## src/rtl/serial_comp_pkg.sv

```systemverilog
// serial_comp_pkg
// Purpose : shared definitions for the serial MSB-first magnitude comparator.
// Contents: default operand width, FSM state encoding, one-hot result codes
//           ordered {LG, EQ, RG}.
package serial_comp_pkg;

    localparam int unsigned DEF_WIDTH = 8;

    typedef enum logic [1:0] {
        StIdle = 2'b00,
        StRun  = 2'b01,
        StDone = 2'b10
    } state_t;

    localparam logic [2:0] RES_LG = 3'b100;  // X > Y
    localparam logic [2:0] RES_EQ = 3'b010;  // X == Y
    localparam logic [2:0] RES_RG = 3'b001;  // X < Y

endpackage

```

## src/rtl/serial_comp_ctrl_if.sv

```systemverilog
// serial_comp_ctrl_if
// Purpose : request/result bundle of the serial comparator.
// Signals : START, X, Y  - request and unsigned operands (master drives)
//           BUSY, DONE   - compare in progress / one-cycle result-valid pulse
//           LG_OUT, EQ_OUT, RG_OUT - result flags X>Y, X==Y, X<Y
// Modports: master (requester), slave (comparator).
interface serial_comp_ctrl_if
    import serial_comp_pkg::*;
#(
    parameter int unsigned WIDTH = DEF_WIDTH
);

    logic             START;
    logic [WIDTH-1:0] X;
    logic [WIDTH-1:0] Y;
    logic             BUSY;
    logic             DONE;
    logic             LG_OUT;
    logic             EQ_OUT;
    logic             RG_OUT;

    modport master (
        output START, X, Y,
        input  BUSY, DONE, LG_OUT, EQ_OUT, RG_OUT
    );

    modport slave (
        input  START, X, Y,
        output BUSY, DONE, LG_OUT, EQ_OUT, RG_OUT
    );

endinterface

```

## src/rtl/comp_bit.sv

```systemverilog
// comp_bit
// Purpose : combinational one-bit magnitude compare.
// Ports   : XB, YB - operand bits
//           CODE   - RES_LG (XB>YB), RES_EQ (XB==YB) or RES_RG (XB<YB)
module comp_bit
    import serial_comp_pkg::*;
(
    input  logic       XB,
    input  logic       YB,
    output logic [2:0] CODE
);

    always_comb begin
        CODE = RES_EQ;
        if (XB && !YB) begin
            CODE = RES_LG;
        end else if (!XB && YB) begin
            CODE = RES_RG;
        end
    end

endmodule

```

## src/rtl/serial_comp_ctrl.sv

```systemverilog
// serial_comp_ctrl
// Purpose : compares two unsigned WIDTH-bit operands one bit pair per cycle,
//           MSB first, terminating early at the first differing bit.
// Ports   : CLK - clock (rising edge)
//           RST - asynchronous active-high reset
//           bus - serial_comp_ctrl_if.slave (START/X/Y in, BUSY/DONE/flags out)
module serial_comp_ctrl
    import serial_comp_pkg::*;
#(
    parameter int unsigned WIDTH = DEF_WIDTH
) (
    input  logic                CLK,
    input  logic                RST,
    serial_comp_ctrl_if.slave   bus
);

    localparam int unsigned IDX_W = (WIDTH > 1) ? $clog2(WIDTH) : 1;

    state_t             r_state;
    state_t             w_state_next;
    logic [WIDTH-1:0]   r_x;
    logic [WIDTH-1:0]   r_y;
    logic [IDX_W-1:0]   r_idx;
    logic [2:0]         r_flags;

    logic [2:0]         w_code;
    logic               w_accept;
    logic               w_bits_eq;
    logic               w_last;
    logic               w_finish;

    // Operands are shifted left each RUN cycle, so the bit under test is always the MSB.
    comp_bit u_comp_bit (
        .XB   (r_x[WIDTH-1]),
        .YB   (r_y[WIDTH-1]),
        .CODE (w_code)
    );

    assign w_accept  = bus.START && (r_state != StRun);
    assign w_bits_eq = (w_code == RES_EQ);
    assign w_last    = (r_idx == '0);
    assign w_finish  = (r_state == StRun) && (!w_bits_eq || w_last);

    always_ff @(posedge CLK or posedge RST) begin
        if (RST) begin
            r_state <= StIdle;
        end else begin
            r_state <= w_state_next;
        end
    end

    always_comb begin
        w_state_next = r_state;
        case (r_state)
            StIdle: begin
                if (bus.START) begin
                    w_state_next = StRun;
                end
            end
            StRun: begin
                if (!w_bits_eq || w_last) begin
                    w_state_next = StDone;
                end
            end
            StDone: begin
                w_state_next = bus.START ? StRun : StIdle;
            end
            default: begin
                w_state_next = StIdle;
            end
        endcase
    end

    always_ff @(posedge CLK or posedge RST) begin
        if (RST) begin
            r_x     <= '0;
            r_y     <= '0;
            r_idx   <= '0;
            r_flags <= '0;
        end else if (w_accept) begin
            r_x     <= bus.X;
            r_y     <= bus.Y;
            r_idx   <= IDX_W'(WIDTH - 1);
            r_flags <= '0;
        end else if (w_finish) begin
            // Either the first differing pair or the final equal pair: the cell code is the result.
            r_flags <= w_code;
        end else if (r_state == StRun) begin
            r_idx <= r_idx - 1'b1;
            r_x   <= {r_x[WIDTH-2:0], 1'b0};
            r_y   <= {r_y[WIDTH-2:0], 1'b0};
        end
    end

    assign bus.BUSY   = (r_state == StRun);
    assign bus.DONE   = (r_state == StDone);
    assign bus.LG_OUT = r_flags[2];
    assign bus.EQ_OUT = r_flags[1];
    assign bus.RG_OUT = r_flags[0];

endmodule

```

## src/flat_wrapper.sv

```systemverilog
// flat-port wrapper written by rule: the top's interface ports become plain ports
module serial_comp_ctrl_flat import serial_comp_pkg::*;
#(
    parameter int unsigned WIDTH = DEF_WIDTH
)
  (CLK, RST, bus_START, bus_X, bus_Y, bus_BUSY, bus_DONE, bus_LG_OUT, bus_EQ_OUT, bus_RG_OUT);
  serial_comp_ctrl_if #(.WIDTH(WIDTH)) bus_i ();
  input  logic CLK;
  input  logic RST;
  input wire logic [$bits(bus_i.START)-1:0] bus_START;
  input wire logic [$bits(bus_i.X)-1:0] bus_X;
  input wire logic [$bits(bus_i.Y)-1:0] bus_Y;
  output wire logic [$bits(bus_i.BUSY)-1:0] bus_BUSY;
  output wire logic [$bits(bus_i.DONE)-1:0] bus_DONE;
  output wire logic [$bits(bus_i.LG_OUT)-1:0] bus_LG_OUT;
  output wire logic [$bits(bus_i.EQ_OUT)-1:0] bus_EQ_OUT;
  output wire logic [$bits(bus_i.RG_OUT)-1:0] bus_RG_OUT;
  assign bus_i.START = bus_START;
  assign bus_i.X = bus_X;
  assign bus_i.Y = bus_Y;
  assign bus_BUSY = bus_i.BUSY;
  assign bus_DONE = bus_i.DONE;
  assign bus_LG_OUT = bus_i.LG_OUT;
  assign bus_EQ_OUT = bus_i.EQ_OUT;
  assign bus_RG_OUT = bus_i.RG_OUT;
  serial_comp_ctrl #(.WIDTH(WIDTH)) u_core (.CLK(CLK), .RST(RST), .bus(bus_i));
endmodule
```

## config.mk

```make
export PLATFORM = sky130hd
export DESIGN_NAME = serial_comp_ctrl_flat
export DESIGN_NICKNAME = d
export VERILOG_FILES = /design/src/rtl/serial_comp_pkg.sv /design/src/rtl/serial_comp_ctrl_if.sv /design/src/rtl/comp_bit.sv /design/src/rtl/serial_comp_ctrl.sv /design/src/flat_wrapper.sv
export SDC_FILE = /design/constraint.sdc
export NUM_CORES = 1
export LEC_CHECK = 0
export CAP_MARGIN = 20
export CORE_MARGIN = 2
export CORE_UTILIZATION = 49
export DETAILED_ROUTE_END_ITERATION = 12
export PLACE_DENSITY = 0.88
export SLEW_MARGIN = 10
export SYNTH_ARGS = -nofsm -noshare
export SYNTH_HDL_FRONTEND = slang
export SYNTH_SLANG_ARGS = --single-unit
```

## constraint.sdc

```tcl
create_clock -name CLK -period 2.1 [get_ports CLK]
set_clock_uncertainty 0.2 [all_clocks]
set_input_delay 0.42 -clock CLK [delete_from_list [all_inputs] [get_ports CLK]]
set_output_delay 0.42 -clock CLK [all_outputs]
set_load 0.01 [all_outputs]
```

==> results.cfg, run 1 <==
[power]
p_leak_nw = 0.636
comb_power_share_pct = 47.9
swShare_pct = 37.5
seq_power_share_pct = 41.6
p_sw_mw = 0.703
p_per_area_mw_per_mm2 = 1310
p_int_mw = 1.17
ir_drop_mv = 0.586
power_frac_clock_pct = 10.5

[floorplan]
ioPinCount = 24
start_util_pct = 51.9
coreArea_mm2 = 0.00221
dieArea_mm2 = 0.00274
die_h_um = 52.4
row_count = 17
die-width_um = 52.4

[global_route]
gr-total-overflow = 0
grt_pass1_wl_um = 3590
grt_usage_pct = 18.2
grt_pass1_vias = 831
grt_max_degree = 25
antenna_found_initial = 0

[final_layout]
area_delta_synth_final_pct = 24.9
multiInputGateArea_um2 = 478
diodes = 0
seqCellArea_um2 = 601
drive_above_1_share_pct = 10.4
fillers = 184
nets = 150
stdcell_count = 153

[yosys]
synthesis.area_mm2 = 0.00115
synth_cell_types = 27
syn_avg_cell_area_um2 = 11.5
synth_cells = 100
yosysSeqAreaShare_pct = 52.3
yosysWarningCount = 0
ys_ff_latch = 24
synth_nets = 123

[sta]
final_hold_viol_count = 0
rsz0062_at_grt = false
slew_viol_final = 0
fmax_ghz = 0.497
fin_crit_sh_pct = 95.8
slew_headroom_pct = 77.4
setup_viol = 0
setup_tns_ns = 0
worstMarginPinSlew_ns = 0.339
period_needed_ns = 2.01

[clocking]
cts_made_buffers = 3
max-clock-path-buffers = 2
cts_setup_buffers = 0
tritoncts = yes
htree_levels = 1
clk_transition_reported_paths_ns = 0.12
cts.sinks = 24
clock-root-buffer = clkbuf_4
clock_latency_ns = 0.31

[critical_path]
crit_arrival_ns = 1.39
cp-startpoint = u_core.r_state[0]$_DFFE_PP0P_
r2r_cells = 7
worst_setup_path_start_kind = register
critPathMaxFanout = 4
cp-end-kind = output port
cp_slowest_stage_delay_ns = 0.54
r2r-start = u_core.r_idx[0]$_DFFE_PP0P_
worstPathCellList = nor2b_1, clkdlybuf4s50_1
critPathRequiredTime_ns = 1.48
crit_type = reg -> out
crit_slowest_cell = clkdlybuf4s50_1

[detailed_routing]
drt_first_pass_iters = 4
drc = 0
wirelength_um = 2110
drt-vias-per-instance = 5.44
routedWlPerCell_um = 13.8
ant_nets = 0
dr_total_vias = 833
first_iter_violations = 9

[place]
gp_congestion = 0.780
placedCellCount = 150
portBuffers = 23
hpwlAfterDp_um = 1560

[run]
maxCapViolCount = 0

[status]
status = finished clean

[hold_path]
min_path_type = in -> async
[layer usage]
metal | global-route usage (%) | wire (um) | vias to the layer above
met2 | 31.7 | 1030 | 21
li1 | - | - | 413
met5 | 0 | 0 | -
met1 | 21.5 | 946 | 395
met3 | 3.71 | 107 | 4
met4 | 7.69 | 33 | 0
[registers in the layout (all words and copies together), names as in the netlist]
register and flops:
u_core.r_flags 3, u_core.r_y 8, u_core.r_state 2, u_core.r_idx 3, u_core.r_x 8
[power groups by stage]
stage	Combinational, mW	Sequential, mW	Clock (mW)
2_1_floorplan	0.686	0.767	0
3_3_place_gp	0.877	0.777	0
3_5_place_dp	0.917	0.792	0
4_1_cts	0.913	0.780	0.198
5_1_grt	0.997	0.805	0.223
6_report	0.897	0.780	0.196
[layout make-up]
cell class,instances,share of cell area [%]
Clock buffer,3,1.57
Inverter,8,2.10
Multi-Input combinational cell,62,33.4
Sequential cell,24,41.9
Tap cell,28,2.45
Timing Repair Buffer,28,18.6
[worst max-delay path, delay by kind of cell (launching register included)]
family | cells | cell delay [ns]
DFF | 1 | 0.43
buffers and inverters | 1 | 0.54
and+or+nand+nor | 1 | 0.11
[synth_stat cells]
library cell,count,area share (%)
nor2_1,1,0.33
nor2_4,1,0.98
nand2b_1,2,1.1
and2_1,1,0.55
a221o_1,2,1.7
inv_1,7,2.3
o22ai_1,1,0.55
ha_1,4,4.4
a22o_1,4,3.1
xnor2_1,1,0.76
a31o_2,1,0.76
and4bb_2,1,1.1
o21ai_0,12,5.2
a22oi_1,2,1.3
buf_6,1,0.98
clkbuf_1,2,0.65
inv_2,1,0.33
nor2b_1,1,0.55
dfrtp_1,24,52
nand3_1,10,4.4
buf_4,2,1.3
and2_0,2,1.1
a32oi_1,2,1.5
buf_2,1,0.44
mux2i_1,11,9.6
a21oi_4,1,1.4
o31ai_1,2,1.3
[worst paths after layout]
kind,endpoint,slack (ns)
min reg2reg,u_core.r_x[7]$_DFFE_PP0P_,0.32
max reg2reg,u_core.r_x[1]$_DFFE_PP0P_,0.10
max,bus_DONE,0.09
min,u_core.r_flags[0]$_DFFE_PP0P_,0.24
max in group asynchronous,u_core.r_y[1]$_DFFE_PP0P_,1.23
min in group CLK,u_core.r_x[7]$_DFFE_PP0P_,0.32
[through the flow]
| stage | util (%) | setup WS (ns) | hold WS [ns] | area, um2 | total power [mW] |
|---|---|---|---|---|---|
| 2_1_floorplan | - | 0.247 | 0.235 | 1150 | 1.45 |
| 3_3_place_gp | 63.8 | 0.186 | 0.281 | 1410 | 1.65 |
| 3_5_place_dp | 63.8 | 0.124 | 0.291 | 1410 | 1.71 |
| 4_1_cts | 64.8 | 0.0823 | 0.255 | 1430 | 1.89 |
| 5_1_grt | 64.8 | 0.0000484 | 0.274 | 1430 | 2.03 |
| 6_report | 64.8 | 0.0885 | 0.242 | 1430 | 1.87 |
[logic make-up (layout without fill, tap and decap cells)]
kind of cell    Yosys count  count (layout)  synth area share [%]
compound gates           27              27                  16.9
flops                    24              24                  52.3
simple gates             19              19                  10.0
buf+inv                  14              39                  6.00
mux                      11              11                  9.60
fa+ha+maj                 4               4                  4.36
xor+xnor                  1               1                 0.763
[what timing repair did]
item,4_1_cts,5_1_grt
endpoints found under the setup margin,1,0
gates resized for setup,1,0
hold buffers,0,0
[layout by cell type (no fill, tap or decap), drive strengths merged]
master and count:
nand2b 2, a22o 4, and4bb 1, a32oi 2, a31o 1, a221o 2
clkdlybuf4s50 22, o31ai 2, nand3 10, inv 8, clkbuf 3, xnor2 1
o21ai 12, mux2i 11, a22oi 2, and2 3, a21oi 1, dfrtp 24
nor2 2, dlygate4sd2 1, o22ai 1, nor2b 1, buf 5, ha 4
Power figures use the tool's default switching activity.
==> inputs of run 2 (changes only) <==
Settings changed: CTS_CLUSTER_SIZE set to 12.
==> results of run 2 <==
Final layout, timing and power as in run 1 (identical DEF).
==> inputs of run 3 (changes only) <==
Settings changed: CORE_ASPECT_RATIO set to 1.2.
==> results.cfg, run 3 (same netlist as run 1, synthesis figures left out) <==
[floorplan]
die-width_um = 48.2
die_h_um = 57.0
coreArea_mm2 = 0.00226
start_util_pct = 50.8
dieArea_mm2 = 0.00275
row_count = 19
ioPinCount = 24

[clocking]
tritoncts = yes
cts_made_buffers = 3
max-clock-path-buffers = 2
clock-root-buffer = clkbuf_4
hold_buffers = 0
clk_transition_reported_paths_ns = 0.13
cts.sinks = 24
clock_latency_ns = 0.31
htree_levels = 1

[critical_path]
crit_type = reg -> reg
r2r-start = u_core.r_idx[0]$_DFFE_PP0P_
cp-startpoint = u_core.r_idx[0]$_DFFE_PP0P_
r2r_cells = 7
critPathRequiredTime_ns = 2.10
cp-endpoint = u_core.r_x[3]$_DFFE_PP0P_
worst_setup_path_start_kind = register
crit_arrival_ns = 1.95
r2r_slack_ns = 0.15
reg2reg_to = u_core.r_x[3]$_DFFE_PP0P_
critPathMaxFanout = 12
cp-end-kind = register

[final_layout]
final_cell_mix = dfrtp_1 (24), clkdlybuf4s50_1 (21), o21ai_0 (12), mux2i_1 (11), nand3_1 (10)
diodes = 0
fillers = 178
mostFrequentLayoutCell = dfrtp_1
stdcell_count = 160
nets = 153
area_delta_synth_final_pct = 29.2
multiInputGateArea_um2 = 482
largestRegisters = u_core.r_x (8), u_core.r_y (8)
drive_above_1_share_pct = 13.2
seqCellArea_um2 = 601

[detailed_routing]
ant_nets = 0
drt_first_pass_iters = 4
drc = 0
first_iter_violations = 11
routedWlPerCell_um = 14.3
wirelength_um = 2280
drt-vias-per-instance = 5.38
dr_total_vias = 861

[sta]
rsz0062_at_grt = false
worstMarginPinSlew_ns = 0.336
fin_crit_sh_pct = 92.8
slew_viol_final = 0
slew_headroom_pct = 77.6
setup_tns_ns = 0
period_needed_ns = 1.95
fmax_ghz = 0.513
setup_viol = 0
final_hold_viol_count = 0

[place]
portBuffers = 23
hpwlAfterDp_um = 1620
gp_congestion = 0.752
placedCellCount = 153

[global_route]
antenna_found_initial = 0
grt_pass1_vias = 857
grt_max_degree = 25
gr-total-overflow = 0
grt_pass1_wl_um = 3860
grt_usage_pct = 20.0

[run]
maxCapViolCount = 0

[power]
ir_drop_mv = 0.894
p_per_area_mw_per_mm2 = 1350
p_leak_nw = 0.677

[hold_path]
min_path_type = in -> async

[status]
status = finished clean
==> run 3: changes by cell type in the layout (fill, tap and decap cells not counted), sizes merged <==
cell	previous run	this run
clkbuf	3	4
buf	5	8
clkdlybuf4s50	22	21
dlymetal6s2s	0	1
==> run 3: worst max-delay path, stage by stage, from the launching register on <==
cell and delay [ns]:
dfrtp_1 0.37, inv_1 0.05, ha_1 0.19, ha_1 0.21, and4bb_4 0.35, buf_6 0.17, mux2i_1 0.21, o21ai_0 0.10
==> run 3: layout make-up <==
type	instances	share of cell area (%)
Sequential cell	24	40.5
Multi-Input combinational cell	62	32.5
Timing Repair Buffer	31	19.9
Tap cell	31	2.62
Clock buffer	4	2.45
Inverter	8	2.03
==> run 3: power breakdown <==
| part | total, mW | switching, mW | internal, mW |
|---|---|---|---|
| registers | 0.779 | 0.111 | 0.668 |
| logic | 0.972 | 0.485 | 0.487 |
| clock network | 0.245 | 0.139 | 0.106 |
==> run 3: worst min-delay path by stage <==
| stage | to | depth (start not counted) | start | slack, ns |
|---|---|---|---|---|
| finish | u_core.r_flags[2]$_DFFE_PP0P_ | 3 | RST | 0.24 |
| detailed placement | u_core.r_x[7]$_DFFE_PP0P_ | 2 | u_core.r_x[6]$_DFFE_PP0P_ | 0.28 |
| global placement | u_core.r_flags[0]$_DFFE_PP0P_ | 1 | u_core.r_flags[0]$_DFFE_PP0P_ | 0.28 |
| global route | u_core.r_state[1]$_DFFE_PP0P_ | 3 | RST | 0.29 |
| floorplan | u_core.r_flags[0]$_DFFE_PP0P_ | 1 | RST | 0.23 |
| CTS | u_core.r_state[1]$_DFFE_PP0P_ | 3 | RST | 0.25 |
==> run 3: through the flow <==
| stage | hold slack [ns] | power (mW) | instance area, um2 | utilization, % | worst slack (ns) |
|---|---|---|---|---|---|
| finish | 0.241 | 2.00 | 1480 | 65.7 | 0.151 |
| global placement | 0.281 | 1.65 | 1420 | 62.7 | 0.149 |
| detailed placement | 0.277 | 1.71 | 1420 | 62.7 | 0.0147 |
| CTS | 0.249 | 1.96 | 1450 | 64.4 | 0.0113 |
| global route | 0.287 | 2.16 | 1480 | 65.7 | 0.00823 |
| floorplan | 0.235 | 1.45 | 1150 | - | 0.247 |
==> run 3: routing by layer <==
layer / vias up / routed length [um] / share of wire [%] / GRT usage [%]
met5: - / 0 / 0 / 0
met2: 26 / 1140 / 50 / 31.8
met4: 0 / 41 / 1.8 / 8.11
li1: 418 / - / - / -
met3: 4 / 122 / 5.3 / 4.11
met1: 413 / 979 / 43 / 25.9
==> run 3: what timing repair did <==
action / 4_1_cts / 5_1_grt
buffers inserted: 0 / 3
endpoints found under the setup margin: 2 / 10
hold endpoints to repair: 0 / 0
pin swaps: 0 / 1
gates resized for setup: 2 / 2
